$ cat src/rtl/ov5640_sccb_master.sv
// SCCB write master for the OV5640: sends {0x78, reg_hi, reg_lo, value} per cfg_start
// and pulses cfg_end when the bus is released again (after STOP or an early NACK STOP).
module ov5640_sccb_master #(
    parameter int         SYS_CLK_FREQ = 50_000_000,
    parameter int         SCL_FREQ     = 250_000,
    parameter logic [6:0] DEVICE_ADDR  = 7'h3C
) (
    input  logic        sys_clk,
    input  logic        sys_rst,
    input  logic        cfg_start,
    input  logic [23:0] cfg_data,
    output logic        cfg_end,
    output logic        ack_err,
    output logic        busy,
    output logic        sccb_scl,
    output logic        sccb_sda_oe,
    input  logic        sccb_sda_i
);

    localparam int QCNT_RAW = SYS_CLK_FREQ / (SCL_FREQ * 4);
    localparam int QCNT     = (QCNT_RAW < 2) ? 2 : QCNT_RAW;
    localparam int CNT_W    = $clog2(QCNT);
    localparam logic [CNT_W-1:0] CNT_LAST = CNT_W'(QCNT - 1);

    localparam logic [2:0] S_IDLE  = 3'd0;
    localparam logic [2:0] S_START = 3'd1;
    localparam logic [2:0] S_BYTE  = 3'd2;
    localparam logic [2:0] S_ACK   = 3'd3;
    localparam logic [2:0] S_STOP  = 3'd4;
    localparam logic [2:0] S_DONE  = 3'd5;

    logic [2:0]       state_q, state_d;
    logic [CNT_W-1:0] cnt_q, cnt_d;
    logic [1:0]       qtr_q, qtr_d;
    logic [1:0]       byte_q, byte_d;
    logic [2:0]       bit_q, bit_d;
    logic [23:0]      sr_q, sr_d;
    logic             nack_q, nack_d;
    logic             ack_err_q, ack_err_d;
    logic             busy_q, busy_d;
    logic             cfg_end_q, cfg_end_d;
    logic             scl_q, scl_d;
    logic             sda_oe_q, sda_oe_d;
    logic             tick;
    logic [7:0]       cur_byte_d;

    // Pin levels for a given phase; outputs are registered from the next-state values
    // so SCL/SDA come straight off flops and cannot glitch.
    function automatic logic [1:0] pin_decode(input logic [2:0] st, input logic [1:0] qt,
                                              input logic tx_bit);
        logic scl;
        logic oe;
        scl = 1'b1;
        oe  = 1'b0;
        case (st)
            S_START: begin
                scl = (qt != 2'd3);
                oe  = qt[1];
            end
            S_BYTE: begin
                scl = (qt == 2'd1) || (qt == 2'd2);
                oe  = ~tx_bit;
            end
            S_ACK: begin
                scl = (qt == 2'd1) || (qt == 2'd2);
                oe  = 1'b0;
            end
            S_STOP: begin
                scl = (qt != 2'd0);
                oe  = ~qt[1];
            end
            default: ;
        endcase
        return {scl, oe};
    endfunction

    always_comb begin
        state_d   = state_q;
        cnt_d     = cnt_q;
        qtr_d     = qtr_q;
        byte_d    = byte_q;
        bit_d     = bit_q;
        sr_d      = sr_q;
        nack_d    = nack_q;
        ack_err_d = ack_err_q;
        busy_d    = busy_q;
        cfg_end_d = 1'b0;
        tick      = (cnt_q == CNT_LAST);

        case (state_q)
            S_IDLE, S_DONE: begin
                state_d = S_IDLE;
                cnt_d   = '0;
                qtr_d   = '0;
                if (cfg_start) begin
                    state_d   = S_START;
                    sr_d      = cfg_data;
                    ack_err_d = 1'b0;
                    nack_d    = 1'b0;
                    busy_d    = 1'b1;
                    byte_d    = 2'd0;
                    bit_d     = 3'd7;
                end
            end
            default: begin
                cnt_d = tick ? '0 : cnt_q + CNT_W'(1);
                if (tick) begin
                    qtr_d = qtr_q + 2'd1;
                end
                // Acknowledge bit is sampled once, mid-way through the high SCL phase.
                if (state_q == S_ACK && qtr_q == 2'd2 && cnt_q == '0) begin
                    nack_d = sccb_sda_i;
                    if (sccb_sda_i) begin
                        ack_err_d = 1'b1;
                    end
                end
                if (tick && qtr_q == 2'd3) begin
                    case (state_q)
                        S_START: begin
                            state_d = S_BYTE;
                            bit_d   = 3'd7;
                        end
                        S_BYTE: begin
                            if (bit_q == 3'd0) begin
                                state_d = S_ACK;
                            end else begin
                                bit_d = bit_q - 3'd1;
                            end
                        end
                        S_ACK: begin
                            if (nack_q || byte_q == 2'd3) begin
                                state_d = S_STOP;
                            end else begin
                                state_d = S_BYTE;
                                byte_d  = byte_q + 2'd1;
                                bit_d   = 3'd7;
                                if (byte_q != 2'd0) begin
                                    sr_d = {sr_q[15:0], 8'h00};
                                end
                            end
                        end
                        S_STOP: begin
                            state_d   = S_DONE;
                            cfg_end_d = 1'b1;
                            busy_d    = 1'b0;
                        end
                        default: ;
                    endcase
                end
            end
        endcase

        cur_byte_d = (byte_d == 2'd0) ? {DEVICE_ADDR, 1'b0} : sr_d[23:16];
        {scl_d, sda_oe_d} = pin_decode(state_d, qtr_d, cur_byte_d[bit_d]);
    end

    always_ff @(posedge sys_clk) begin
        if (sys_rst) begin
            state_q   <= S_IDLE;
            cnt_q     <= '0;
            qtr_q     <= 2'd0;
            byte_q    <= 2'd0;
            bit_q     <= 3'd7;
            nack_q    <= 1'b0;
            ack_err_q <= 1'b0;
            busy_q    <= 1'b0;
            cfg_end_q <= 1'b0;
            scl_q     <= 1'b1;
            sda_oe_q  <= 1'b0;
        end else begin
            state_q   <= state_d;
            cnt_q     <= cnt_d;
            qtr_q     <= qtr_d;
            byte_q    <= byte_d;
            bit_q     <= bit_d;
            nack_q    <= nack_d;
            ack_err_q <= ack_err_d;
            busy_q    <= busy_d;
            cfg_end_q <= cfg_end_d;
            scl_q     <= scl_d;
            sda_oe_q  <= sda_oe_d;
        end
    end

    // Payload register carries data only; control state alone decides when it is used.
    always_ff @(posedge sys_clk) begin
        sr_q <= sr_d;
    end

    assign cfg_end     = cfg_end_q;
    assign ack_err     = ack_err_q;
    assign busy        = busy_q;
    assign sccb_scl    = scl_q;
    assign sccb_sda_oe = sda_oe_q;

endmodule

$ cat config.mk
export PLATFORM = sky130hd
export DESIGN_NAME = ov5640_sccb_master
export DESIGN_NICKNAME = d
export VERILOG_FILES = /design/src/rtl/ov5640_sccb_master.sv
export SDC_FILE = /design/constraint.sdc
export NUM_CORES = 1
export LEC_CHECK = 0
export BUFFER_PORTS_ARGS = -buffer_cell sky130_fd_sc_hd__buf_4
export CELL_PAD_IN_SITES_DETAIL_PLACEMENT = 0
export CELL_PAD_IN_SITES_GLOBAL_PLACEMENT = 2
export CORE_MARGIN = 2
export CORE_UTILIZATION = 32
export DETAILED_ROUTE_END_ITERATION = 12
export PLACE_DENSITY_LB_ADDON = 0.1
export SYNTH_ARGS = -nofsm -noshare
export SYNTH_HDL_FRONTEND = slang
export SYNTH_SLANG_ARGS = --single-unit
$ cat constraint.sdc
create_clock -name sys_clk -period 2.65 [get_ports sys_clk]
set_input_delay 0.3975 -clock sys_clk [delete_from_list [all_inputs] [get_ports sys_clk]]
set_output_delay 0.3975 -clock sys_clk [all_outputs]
set_load 0.02 [all_outputs]
# Yosys cells after proc, flatten, opt, wreduce, memory -nomap -nowiden

Cells that the tools add are included.

Eq/ne operators: 18
Reduce and logical (&&, ||, !) cells: 25
$add $sub $neg: 4
Order comparisons: 1
Muxes and demuxes: 41
Bitwise gates (word level): 3

Operator list:

| cell                                                                          | number |
|---|---|
| 24-bit 2-to-1 mux                                                             | 6 |
| 3-bit 2-to-1 mux                                                              | 9 |
| 2-bit nonzero test                                                            | 8 |
| 2-bit 2-to-1 mux                                                              | 7 |
| 1-bit 2-to-1 mux                                                              | 13 |
| 3-bit by 2-bit == test with 1-bit output (second input constant)              | 4 |
| 3-bit case mux with 4 select lines                                            | 1 |
| 3-bit == test (second input constant)                                         | 3 |
| 3-bit case mux with 3 select lines                                            | 1 |
| 2-bit == test (second input constant)                                         | 4 |
| 8-bit 2-to-1 mux                                                              | 1 |
| 4-bit OR reduction                                                            | 2 |
| 6-bit by 1-bit adder with 6-bit output (second input constant)                | 1 |
| 3-bit by 1-bit == test with 1-bit output (second input constant)              | 2 |
| 6-bit == test (second input constant)                                         | 1 |
| 3-bit logical NOT                                                             | 2 |
| 6-bit logical NOT                                                             | 1 |
| 1-bit case mux with 3 select lines                                            | 2 |
| 3-bit AND reduction                                                           | 2 |
| 5-bit AND reduction                                                           | 1 |
| 2-bit by 1-bit adder with 2-bit output (second input constant)                | 2 |
| 3-bit by 4-bit less-than comparator with 1-bit output (second input constant) | 1 |
| 2-bit inequality test (second input constant)                                 | 2 |
| 2-bit OR reduction                                                            | 2 |
| other kinds (9)                                                               | 14 |

Output and inout bits: 5
Logic and storage cells: 105
Input bits: 28
Register bits after elaboration: 46

# Logic depth before layout (Yosys ltp)

Depth after elaboration: 12
Mapped depth: 12
Depth with buffers taken out: 11

# Least setup slack after synthesis

Ideal clock, no wire load.

Kind: reg2reg
From: reg byte_q[0]
To: reg sda_oe_q, in the netlist sccb_sda_oe
Stages on the path, launching flop included: 10
Arrival time: 2.322 ns
Clock period less this slack: 2.445 ns
Buffers on the path: 0
Data required time: 2.528 ns
Path slack: 0.205 ns
Library setup time: 0.122 ns
Cells stage by stage: dfxtp_1 -> ha_1 -> nor4b_2 -> nand4_2 -> nand2_1 -> nor2_1 -> o211a_1 -> o21bai_1 -> a211o_1 -> o211ai_2

Longest elaborated chain between the ends: 12
Elaborated cells on any way between the ends: 31
Those cells by class: add/sub: 1; eq/ne: 4; mux: 22; bitwise: 1; reduce/logical: 3

RTL lines:

| item                                                                            | line | source |
|---|---|---|
| from (decl)                                                                     | 35   | `logic [1:0] byte_q, byte_d;` |
| from (signal assigned)                                                          | 174  | `byte_q <= byte_d;` |
| branches (longest 11 deep; another with 2-bit by 1-bit adder with 2-bit output) | n/a  |  |
| 1-bit case mux with 3 select lines *                                            | 55   | `case (st)` |
| to (signal assigned)                                                            | 181  | `sda_oe_q <= sda_oe_d;` |
| to (decl)                                                                       | 43   | `logic sda_oe_q, sda_oe_d;` |

Every way passes the cells marked *. The select of a mux whose other input is x is not followed.
A chain may end at the register's enable or synchronous reset.

# Final worst setup path

Ends and elaborated chain as after synthesis.

==> reports/results.ini <==
[clocking]
post_cts_buffers = 0
post_cts_resized = 0
path_clk_slew_ns = 0.09
cts_buffer_depth = 2
cts.sinks = 46
cts_hold_buffers = 0
cts_max_level = 2
cts_buffers = 5
clk_latency_ns = 0.30
tritoncts = built
cts-root-buf = clkbuf_8

[logic_synthesis]
yosys.area.top_type = dfxtp_1
syn-num-nets = 298
syn_area_per_cell_um2 = 9.40
async_flop_share_pct = 0
synth_area_leaders = dfxtp_1 (25%), edfxtp_1 (20%), nor2_1 (5.7%), ha_1 (5.7%), a22o_1 (2.9%)
synth-warning-count = 0
synth_edf_count = 16
netlist_instances = 259
ys_seq_area_share_pct = 44.4
ys.flop_type = dfxtp_1
ys_types = 54
netlist.area_leader.share_pct = 24.7
synth_seq_cells = 46
syn-cell-area_um2 = 2430

[worst_setup_path]
crit_family = compound AO/OA/AOI/OAI gates
crit_start = byte_q[0]
start_kind = register
cp-endpoint = sccb_sda_oe
worstPathMaxFanout = 9
criticalPathCategory = reg2reg
path_cells = ha_1, nor4b_2, nand4_2, o22ai_1, nor3_1, a211o_1, a211o_1, o211ai_2
crit_cells = 8
crit_required_ns = 2.88
reg2reg_depth = 8
r2r_start = byte_q[0]
cp_slowest_stage_delay_ns = 0.43
worst_setup_path_end_kind = register
crit_top_cell = a211o_1
worstPathArrival_ns = 2.66
r2r-end = sccb_sda_oe
slowest_stage = nor4b_2
crit_buf_inv = 0
ff2ff_setup_slack_ns = 0.22

[final_layout]
fin_cells = 395
drive_gt1_share_pct = 19.6
antenna_cells = 0
area_growth_pct = 19.1
nFillCells = 797
final_common_cell = buf_4
nets = 334
regArea_um2 = 1080
multi_input_comb_area_um2 = 1260
layout_common_cells = buf_4 (39), nor2_1 (37), dfxtp_1 (30)

[sta]
hold_viol = 0
maxSlewViolCount = 0
tightest_slew_ns = 0.462
clock.fmax_mhz = 412
relSlewSlack_pct = 69.1
timing.final.crit_share_pct = 91.5
setup_tns_ns = 0
rsz0062_at_grt = no
clock_skew_ns = 0.00358
period_minus_slack_ns = 2.43
finalSetupViolations = 0

[drt]
drtPass1Iterations = 4
avgRoutedWirePerCell_um = 14.4
drcViolationCount = 0
viasPerCell = 4.87
drt.antenna.violating_nets = 0
vias = 1922
drt_iter0_markers = 105
routed_wl_um = 5690

[grt]
grtUsageMet3_pct = 3.24
use_met1_pct = 20.8
top_usage_layer = met1
overflow = 0
grtUsageTotal_pct = 13.9
grt_pass1_vias = 1785
grt_max_degree = 21
met2_usage_pct = 20.0
grt_first_pass_wirelength_um = 9200
grt_antenna_before_repair = 0

[placement]
dp_hpwl_um = 4300
dp.cells = 387
finalWeightedCongestion = 0.770
portBuffers = 32

[status]
status = complete, no violations

[floorplanning]
rows = 31
fp.dieArea_um2 = 8320
die_h_um = 91.2
start_util_pct = 33.4
dieWidth_um = 91.2
design.core.area_um2 = 7290
ios = 33

[pwr]
leakage_uw = 0.00121
ir_worst_vdd_v = 0.000219
powerDensity_nw_per_um2 = 467

[job]
cap_violations = 0

[hold_path]
hp-class = in2reg

==> metrics by stage <==
step / util, % / setup slack (ns) / hold WS [ns] / total power, uW / cell area [um^2]
after floorplan: - / 0.205 / 0.427 / 874 / 2430
after global placement: 38.6 / 0.0850 / 0.440 / 936 / 2810
after detailed placement: 38.6 / 0.149 / 0.446 / 936 / 2810
after CTS: 39.7 / 0.123 / 0.337 / 1380 / 2900
after global routing: 39.8 / 0.0366 / 0.358 / 1430 / 2900
final: 39.8 / 0.224 / 0.353 / 1350 / 2900
==> cell families (layout without fill, tap and decap cells) <==
| group | count (synthesis) | count (layout) | synth area share [%] |
|---|---|---|---|
| flops | 46 | 46 | 44.4 |
| fa+ha+maj | 11 | 11 | 5.65 |
| xor+xnor | 6 | 6 | 2.16 |
| compound gates | 61 | 61 | 19.8 |
| mux | 3 | 3 | 1.23 |
| buf+inv | 26 | 63 | 4.11 |
| simple gates | 106 | 106 | 22.7 |
==> where the power goes <==
| group | total [uW] | leakage, uW | switching, uW | internal, uW |
|---|---|---|---|---|
| combinational | 137 | 0.000766 | 70.6 | 66.8 |
| clock | 437 | 0.0000432 | 250 | 187 |
| sequential | 780 | 0.000403 | 11.6 | 769 |
| total | 1350 | 0.00121 | 332 | 1020 |
==> worst min-delay path by stage <==
stage / startpoint / to / slack, ns / depth (start not counted)
4_1_cts: sccb_sda_i / nack_q / 0.34 / 3
2_1_floorplan: sr_q[21] / sr_q[21] / 0.43 / 2
6_report: sccb_sda_i / nack_q / 0.35 / 3
3_3_place_gp: sr_q[21] / sr_q[21] / 0.44 / 2
3_5_place_dp: sr_q[22] / sr_q[22] / 0.45 / 2
5_1_grt: cfg_data[1] / sr_q[1] / 0.36 / 2
==> routing by layer <==
metal  routed length, um  up-vias
li1                    -      999
met5                   0        -
met3                 251        4
met2                2410       34
met1                2980      885
met4                  57        0
==> worst reg2reg max path, delay by kind of cell (launching register included) <==
kind | cells | cell delay (ns)
simple gates | 3 | 0.89
flops | 1 | 0.35
fa+ha+maj | 1 | 0.22
compound gates | 4 | 0.92
==> state kept, by name, indices dropped and copies added (netlist names) <==
| signal | flops |
|---|---|
| cnt_q | 6 |
| cfg_end | 1 |
| byte_q | 2 |
| nack_q | 1 |
| sr_q | 24 |
| sccb_scl | 1 |
| ack_err | 1 |
| qtr_q | 2 |
| state_q | 3 |
| bit_q | 3 |
| busy | 1 |
| sccb_sda_oe | 1 |
==> area by class of cell <==
type	instances	share of cell area, %
Clock inverter	2	0.432
Multi-Input combinational cell	187	43.3
Clock buffer	6	2.50
Sequential cell	46	37.3
Inverter	16	2.07
Timing Repair Buffer	39	10.1
Tap cell	99	4.27
==> Yosys cell counts (3+ instances only) <==
library cell / count
nor2_1: 37
dfxtp_1: 30
edfxtp_1: 16
inv_1: 16
a21oi_1: 12
nand2_1: 12
ha_1: 11
nand3_1: 11
and2_1: 10
a22o_1: 8
o22ai_1: 8
clkbuf_1: 7
nor3_1: 7
nand2b_1: 5
a211o_1: 4
a31oi_1: 4
nor2b_1: 4
xnor2_1: 4
and3_1: 3
mux2i_1: 3
nand3b_1: 3
o21ai_0: 3
o21bai_1: 3
No activity file was read; power rests on OpenSTA's default activity.
